--- src/rtl/lsu_bus_master.sv ---
// Load/store bus master: turns one pipeline access into one or two word beats
// on a variable-latency memory port and returns reassembled, extended load data.
module lsu_bus_master #(
   parameter int unsigned ADDR_W = 32
) (
   input  logic              clk,
   input  logic              rst,
   input  logic              cpu_req,
   input  logic              cpu_we,
   input  logic [ADDR_W-1:0] cpu_addr,
   input  logic [2:0]        cpu_rw_type,
   input  logic [31:0]       cpu_wdata,
   output logic              cpu_stall,
   output logic              cpu_done,
   output logic [31:0]       cpu_rdata,
   output logic              mem_req,
   output logic              mem_we,
   output logic [ADDR_W-1:0] mem_addr,
   output logic [3:0]        mem_be,
   output logic [31:0]       mem_wdata,
   input  logic              mem_ack,
   input  logic [31:0]       mem_rdata
);

   typedef enum logic [1:0] {IDLE, REQ0, REQ1, RESP} state_t;

   state_t      state;
   logic        we_q;
   logic [1:0]  off_q;
   logic [1:0]  size_q;
   logic        ext_q;
   logic        split_q;
   logic [3:0]  be_hi_q;
   logic [31:0] wdata_hi_q;
   logic [31:0] rdata0_q;

   logic [7:0]  lanes;
   logic [7:0]  mask;
   logic [63:0] wshift;

   // Two-word lane mask and write data for the access being offered.
   always_comb begin
      case (cpu_rw_type[1:0])
         2'b00:   lanes = 8'h01;
         2'b01:   lanes = 8'h03;
         default: lanes = 8'h0F;
      endcase
      mask   = lanes << cpu_addr[1:0];
      wshift = {32'b0, cpu_wdata} << {cpu_addr[1:0], 3'b000};
   end

   function automatic logic [31:0] fmt_load(input logic [63:0] r, input logic [1:0] off,
                                            input logic [1:0] size, input logic ext);
      logic [31:0] s;
      s = 32'(r >> {off, 3'b000});
      case (size)
         2'b00:   fmt_load = ext ? {24'b0, s[7:0]}  : {{24{s[7]}}, s[7:0]};
         2'b01:   fmt_load = ext ? {16'b0, s[15:0]} : {{16{s[15]}}, s[15:0]};
         default: fmt_load = s;
      endcase
   endfunction

   // Handshake flags are decoded from the state so reset drops them at once.
   assign mem_req   = (state == REQ0) || (state == REQ1);
   assign cpu_done  = (state == RESP);
   assign cpu_stall = !rst && (mem_req || ((state == IDLE) && cpu_req));

   always_ff @(posedge clk or posedge rst) begin
      if (rst) begin
         state      <= IDLE;
         we_q       <= 1'b0;
         off_q      <= 2'b00;
         size_q     <= 2'b00;
         ext_q      <= 1'b0;
         split_q    <= 1'b0;
         be_hi_q    <= 4'b0;
         wdata_hi_q <= 32'b0;
         rdata0_q   <= 32'b0;
         mem_we     <= 1'b0;
         mem_addr   <= '0;
         mem_be     <= 4'b0;
         mem_wdata  <= 32'b0;
         cpu_rdata  <= 32'b0;
      end else begin
         case (state)
            IDLE: if (cpu_req) begin
               state      <= REQ0;
               we_q       <= cpu_we;
               off_q      <= cpu_addr[1:0];
               size_q     <= cpu_rw_type[1:0];
               ext_q      <= cpu_rw_type[2];
               split_q    <= |mask[7:4];
               be_hi_q    <= mask[7:4];
               wdata_hi_q <= wshift[63:32];
               mem_we     <= cpu_we;
               mem_addr   <= {cpu_addr[ADDR_W-1:2], 2'b00};
               mem_be     <= mask[3:0];
               mem_wdata  <= wshift[31:0];
            end
            REQ0: if (mem_ack) begin
               if (split_q) begin
                  state     <= REQ1;
                  rdata0_q  <= mem_rdata;
                  mem_addr  <= mem_addr + ADDR_W'(4);
                  mem_be    <= be_hi_q;
                  mem_wdata <= wdata_hi_q;
               end else begin
                  state     <= RESP;
                  cpu_rdata <= we_q ? 32'b0 : fmt_load({32'b0, mem_rdata}, off_q, size_q, ext_q);
               end
            end
            REQ1: if (mem_ack) begin
               state     <= RESP;
               cpu_rdata <= we_q ? 32'b0 : fmt_load({mem_rdata, rdata0_q}, off_q, size_q, ext_q);
            end
            default: state <= IDLE;
         endcase
      end
   end

endmodule

--- config.mk ---
export PLATFORM = sky130hd
export DESIGN_NAME = lsu_bus_master
export DESIGN_NICKNAME = d
export VERILOG_FILES = /design/src/rtl/lsu_bus_master.sv
export SDC_FILE = /design/constraint.sdc
export NUM_CORES = 1
export LEC_CHECK = 0
export ABC_CLOCK_PERIOD_IN_PS = 5100
export BUFFER_PORTS_ARGS = -buffer_cell sky130_fd_sc_hd__buf_2
export CAP_MARGIN = 25
export CORE_ASPECT_RATIO = 0.75
export CORE_MARGIN = 1.5
export CORE_UTILIZATION = 50
export DETAILED_ROUTE_END_ITERATION = 10
export PLACE_DENSITY_LB_ADDON = 0.15
export REMOVE_ABC_BUFFERS = 1
export SLEW_MARGIN = 10
export SYNTH_ARGS = -nofsm -noshare
export SYNTH_HDL_FRONTEND = slang
export SYNTH_SLANG_ARGS = --single-unit
--- constraint.sdc ---
create_clock -name clk -period 5.1 [get_ports clk]
set_input_delay 0.765 -clock clk [delete_from_list [all_inputs] [get_ports clk]]
set_output_delay 0.765 -clock clk [all_outputs]
set_load 0.05 [all_outputs]
==> run_results.csv, run 1 <==
group,metric,value,unit
power,power.leakage,5.072,nW
floorplan,fp.coreArea,19270,µm²
synthesis,ys_warn_count,0,
timing,finalCritPeriodShare,57.58,%
finish,register_area,4156,µm²
timing,drv_slew,0,
finish,multi_input_area,5159,µm²
power,ir_drop,0.5034,mV
worst_setup_path,endpoint_kind,"flip-flop",
synthesis,synth_most_common_cell,"dfrtp_1",
run,maxCapViolCount,0,
global_routing,grt_usage,27.35,%
timing,hold_viol,0,
route,drt-pass1-iter-count,5,
finish,instances_no_fill,1434,
hold_path,hold-path-cell-count,2,
global_routing,grt_max_degree,97,
finish,post-route-util,59.14,%
clock_tree,postCtsSetupRepairBufs,0,
global_routing,grt_pass1_wl,43240,µm
clock_tree,clk-insertion-delay-late,440,ps
timing,worstMarginPinSlew,968.9,ps
route,drcViolationCount,0,
place,place_congestion,0.8515,
place,port_buffers,205,
worst_setup_path,crit_buf_inv,1,
worst_setup_path,cp_max_fo,41,
clock_tree,hold_buffers,0,
clock_tree,htree_levels,4,
timing,finClkSkew,16.50,ps
synthesis,synthesis.area,9769,µm²
synthesis,synth-edff-count,0,
synthesis,syn_avg_cell_area,9.673,µm²
worst_setup_path,r2r_cells,5,
global_routing,use_met1,42.12,%
worst_setup_path,critPathRequiredTime,5350,ps
floorplan,io_pins,208,
power,p_total,0.008650,W
place,dp.cells,1399,
route,drtIter0Drc,790,
synthesis,synth_cell_types,75,
clock_tree,clkSinkCount,166,
hold_path,hp-class,"reg -> reg",
synthesis,synth_common_cells,"166 x dfrtp_1, 143 x nand2_1, 75 x mux2_2",
route,viasPerCell,6.068,
timing,min_period,2936,ps
route,drt_wl_total,27500,µm
worst_setup_path,critPathLaunchType,"flip-flop",
floorplan,die_y,124.1,µm
synthesis,synth.area.top_cells,"dfrtp_1 43%, mux2_2 8.6%, nand2_1 5.5%, mux2i_1 4.7%, o21ai_0 2.9%",
global_routing,grt_util_met3,5.761,%
synthesis,synth_async_sr_flop_share,100.0,%
worst_setup_path,path_depth,5,
synthesis,yosysSeqAreaShare,42.52,%
floorplan,die_width,164.4,µm
place,dp_hpwl,18390,µm
floorplan,rows,44,
worst_setup_path,crit_family,"compound AO/OA/AOI/OAI gates",
timing,rsz0062_at_grt,"false",
timing,maxSlewHeadroom,35.17,%
finish,nFillCells,1721,
worst_setup_path,cp_slowest_cell,"dfrtp_2",
clock_tree,cts_buffers,17,
timing,tns,0,ps
finish,post_route_cells_drive_above_1_share,31.32,%
finish,areaGrowthSynthToFinish,16.65,%
clock_tree,cts_root_buf,"clkbuf_16",
timing,setup_violations,0,
global_routing,grt_overflow,0,
power,power_density,759.1,nW/µm²
route,wl_per_cell,19.18,µm
worst_setup_path,cp.arrival,3190,ps
clock_tree,cts_tree,"done",
synthesis,yosysTopAreaCell,"dfrtp_1",
synthesis,yosys.area.top_type_share,42.52,%
global_routing,busiest_layer,"met1",
worst_setup_path,slowest_delay,780,ps
global_routing,grt_pass1_vias,7825,
floorplan,start_util,50.70,%
worst_setup_path,crit_type,"reg -> reg",
synthesis,netlist_instances,1010,
global_routing,grt_use_met2,38.24,%
finish,layout.nets,1275,
route,vias,8701,
worst_setup_path,path_cells,"buf_4 -> and3b_1 -> o21a_1 -> o311ai_4 -> o2111ai_1",
floorplan,dieArea,20400,µm²
clock_tree,clk_path_buf_depth,2,
timing,fmax,340.5,MHz
clock_tree,clk_pin_slew_worst_paths,70,ps
synthesis,ys.flop_type,"dfrtp_1",
clock_tree,cts_resized,0,
route,antenna_left,0,
run_status,outcome,"finished clean",
global_routing,antenna_found_initial,1,
synthesis,ys_ff_latch,166,
-- kinds of logic (layout without fill, tap and decap cells) --
logic type / count (synthesis) / count (layout) / synth area share (%)
xor gates and xnor gates: 1 / 1 / 0.08967
DFF: 166 / 166 / 42.52
other: 1 / 5 / 0.03839
muxes: 128 / 128 / 14.97
buffers and inverters: 96 / 263 / 4.969
AOI/OAI and AO/OA: 299 / 299 / 21.52
and+or+nand+nor: 313 / 313 / 15.13
adders and majority gates: 6 / 6 / 0.7684
-- sequential cells by signal, summed over array words and instances, names as in the netlist, 3 cells and up --
| register | cells |
|---|---|
| mem_addr | 30 |
| rdata0_q | 32 |
| mem_wdata | 32 |
| wdata_hi_q | 24 |
| mem_be | 4 |
| be_hi_q | 3 |
| cpu_rdata | 32 |
-- metrics by stage --
stage	hold slack [ps]	setup slack, ps	instance area, µm²
after floorplan	444.7	-627.8	9325
final	474.5	2164	11400
after global routing	507.8	2044	11390
after detailed placement	460.8	2240	10820
after CTS	476.4	2194	11390
after global placement	455.6	2295	10820
-- layer usage --
layer / wire length, µm / up-vias / share of wire, %
met5: 0 / - / 0
li1: - / 4080 / -
met2: 11700 / 364 / 43
met4: 340 / 0 / 1.2
met3: 2164 / 26 / 7.9
met1: 13290 / 4231 / 48
-- layout make-up --
| cell class | instances | share of cell area [%] |
|---|---|---|
| Multi-Input combinational cell | 749 | 45.27 |
| Sequential cell | 166 | 36.47 |
| Timing Repair Buffer | 221 | 10.06 |
| Clock buffer | 17 | 3.733 |
| Tap cell | 253 | 2.778 |
| Clock inverter | 15 | 1.252 |
| Inverter | 10 | 0.3733 |
| Antenna cell | 3 | 0.06588 |
-- cells in the final DEF, fill, tap and decap left out, types with 18 or more instances in the layout --
cell and n:
buf_2 205, dfrtp_1 164, nand2_1 143, mux2_2 75
nor2_1 73, o21ai_0 56, a21oi_1 52, mux2i_1 46
a221oi_1 25, nand3_1 23, o22ai_1 18, a22oi_1 18
-- worst register-to-register path: stages (launching register included) --
cell and delay, ps:
dfrtp_2 780, buf_4 590, and3b_1 260, o21a_1 190
o311ai_4 680, o2111ai_1 250
-- report_power, final --
group	switching [W]	internal [W]
logic	0.00323	0.00159
clock network	0.000590	0.000683
registers	0.000618	0.00193
-- path summary, 6_finish.rpt --
check                      startpoint            end  slack [ps]
hold / removal              mem_be[1]      mem_be[1]         470
min in group asynchronous         rst  mem_wdata[12]         510
setup / recovery             off_q[1]  cpu_rdata[30]        2160
max in group asynchronous         rst       off_q[1]        3480
setup reg to reg             off_q[1]  cpu_rdata[30]        2160
hold reg to reg             mem_be[1]      mem_be[1]         470
Power figures use the tool's default switching activity.
==> run 2: changes to the inputs <==
- ABC_CLOCK_PERIOD_IN_PS: 5100 -> 2900
- clock period: 5.1 -> 2.9 ns (I/O delays scaled with it)
==> run_results.csv, run 2 (synthesized netlist as in run 1, its figures left out) <==
group,metric,value,unit
clock_tree,cts_tree,"done",
worst_setup_path,r2r_cells,7,
finish,num_antenna_cells,0,
floorplan,die_width,164.4,µm
floorplan,start_util,50.70,%
place,place_congestion,0.8611,
power,ir_drop,0.8965,mV
timing,maxSlewHeadroom,46.23,%
finish,largestRegisters,"cpu_rdata x32, mem_wdata x32, rdata0_q x32",
route,antenna_left,0,
route,drt_wl_total,27670,µm
clock_tree,postCtsSetupRepairBufs,0,
global_routing,grt_usage,27.21,%
clock_tree,clk_pin_slew_worst_paths,70,ps
worst_setup_path,crit_type,"reg -> reg",
route,drt-pass1-iter-count,8,
clock_tree,cts_resized,0,
clock_tree,cts_buffers,17,
timing,fmax,400.6,MHz
route,drcViolationCount,0,
place,dp_hpwl,19170,µm
floorplan,dieArea,20400,µm²
global_routing,grt_pass1_wl,43210,µm
timing,finalCritPeriodShare,86.09,%
timing,rsz0062_at_grt,"false",
timing,setup_violations,0,
run_status,outcome,"finished clean",
clock_tree,clk_path_buf_depth,2,
finish,areaGrowthSynthToFinish,18.87,%
global_routing,busiest_layer,"met1",
timing,min_period,2496,ps
worst_setup_path,regToRegSetupSlack,400,ps
power,power_density,1345,nW/µm²
global_routing,antenna_found_initial,0,
worst_setup_path,worstReg2RegStart,"state[0]",
worst_setup_path,cp.arrival,2840,ps
route,vias,8795,
global_routing,grt_overflow,0,
floorplan,io_pins,208,
worst_setup_path,worst_r2r_endpoint,"cpu_rdata[30]",
finish,nFillCells,1736,
route,drtIter0Drc,773,
finish,post_route_cells_drive_above_1_share,32.36,%
global_routing,grt_util_met3,5.361,%
global_routing,use_met1,41.86,%
floorplan,rows,44,
timing,setup_slack,403.5,ps
route,viasPerCell,6.070,
power,power.leakage,5.198,nW
clock_tree,clkSinkCount,166,
hold_path,hp-class,"in -> async",
power,p_total,0.01561,W
global_routing,grt_max_degree,77,
floorplan,die_y,124.1,µm
clock_tree,htree_levels,4,
timing,finClkSkew,8.796,ps
finish,layout.nets,1294,
worst_setup_path,cp_max_fo,16,
worst_setup_path,critPathRequiredTime,3240,ps
clock_tree,clk-insertion-delay-late,430,ps
global_routing,grt_use_met2,39.08,%
clock_tree,hold_buffers,0,
timing,worstMarginPinSlew,799.2,ps
place,dp_slack,448.6,ps
global_routing,grt_pass1_vias,7865,
worst_setup_path,critPathLaunchType,"flip-flop",
timing,drv_slew,0,
finish,final_cell_mix,"205 x buf_2, 164 x dfrtp_1, 143 x nand2_1",
finish,final_common_cell,"buf_2",
timing,hold_viol,0,
worst_setup_path,endpoint_kind,"flip-flop",
clock_tree,cts_root_buf,"clkbuf_16",
place,port_buffers,205,
floorplan,fp.coreArea,19270,µm²
route,wl_per_cell,19.10,µm
run,maxCapViolCount,0,
==> run 2: cell types whose count changed in the layout (fill, tap and decap cells not counted), moves of 2 or more <==
cell,delta
buf_12,+2
buf_4,+17
bufinv_16,+3
clkinv_4,-3
diode_2,-3
inv_6,-3
==> run 2: worst max path at each step <==
| stage | startpoint | end | slack [ps] | cells after the start |
|---|---|---|---|---|
| after floorplan | state[1] | mem_addr[29] | -2830 | 7 |
| after global placement | state[0] | cpu_rdata[25] | 520 | 7 |
| after detailed placement | state[1] | cpu_rdata[26] | 450 | 7 |
| after CTS | state[0] | cpu_rdata[24] | 430 | 7 |
| after global routing | state[0] | cpu_rdata[25] | 150 | 7 |
| final | state[0] | cpu_rdata[30] | 400 | 7 |
==> run 2: cell type report <==
class / count / area (µm²) / share of cell area (%)
clock inverter: 14 / 198.9 / 1.713
clock buffer: 17 / 425.4 / 3.663
sequential: 166 / 4156 / 35.79
tap: 253 / 316.6 / 2.726
inverter: 10 / 42.54 / 0.3663
timing repair buffer: 240 / 1314 / 11.31
multi-input combinational: 749 / 5159 / 44.42
==> run 2: through the flow <==
step / util [%] / TNS [ps] / std cells / instance area [µm²] / hold WS [ps]
CTS: 60.27 / 0 / 1449 / 11610 / 113.0
global route: 60.27 / 0 / 1449 / 11610 / 140.7
global placement: 57.03 / 0 / 1418 / 10990 / 459.0
finish: 60.27 / 0 / 1449 / 11610 / 81.00
floorplan: - / -580520 / 925 / 9325 / 444.7
detailed placement: 57.03 / 0 / 1418 / 10990 / 465.3
==> run 2: critical path: stages, from the launching register on <==
cell and delay (ps):
dfrtp_1 450, inv_1 110, ha_1 400, nor2_1 120, a21oi_1 130, nand2_1 220, or3_1 660, o2111ai_1 300
==> run 2: report_power, final <==
group	switching [W]	internal, W
clock network	0.00101	0.00145
registers	0.000971	0.00340
logic	0.00585	0.00293
==> run 2: layer usage <==
layer	vias to the layer above	part of all wire (%)
met2	351	43
met3	29	8.1
met5	-	0
li1	4103	-
met1	4312	48
met4	0	1.1
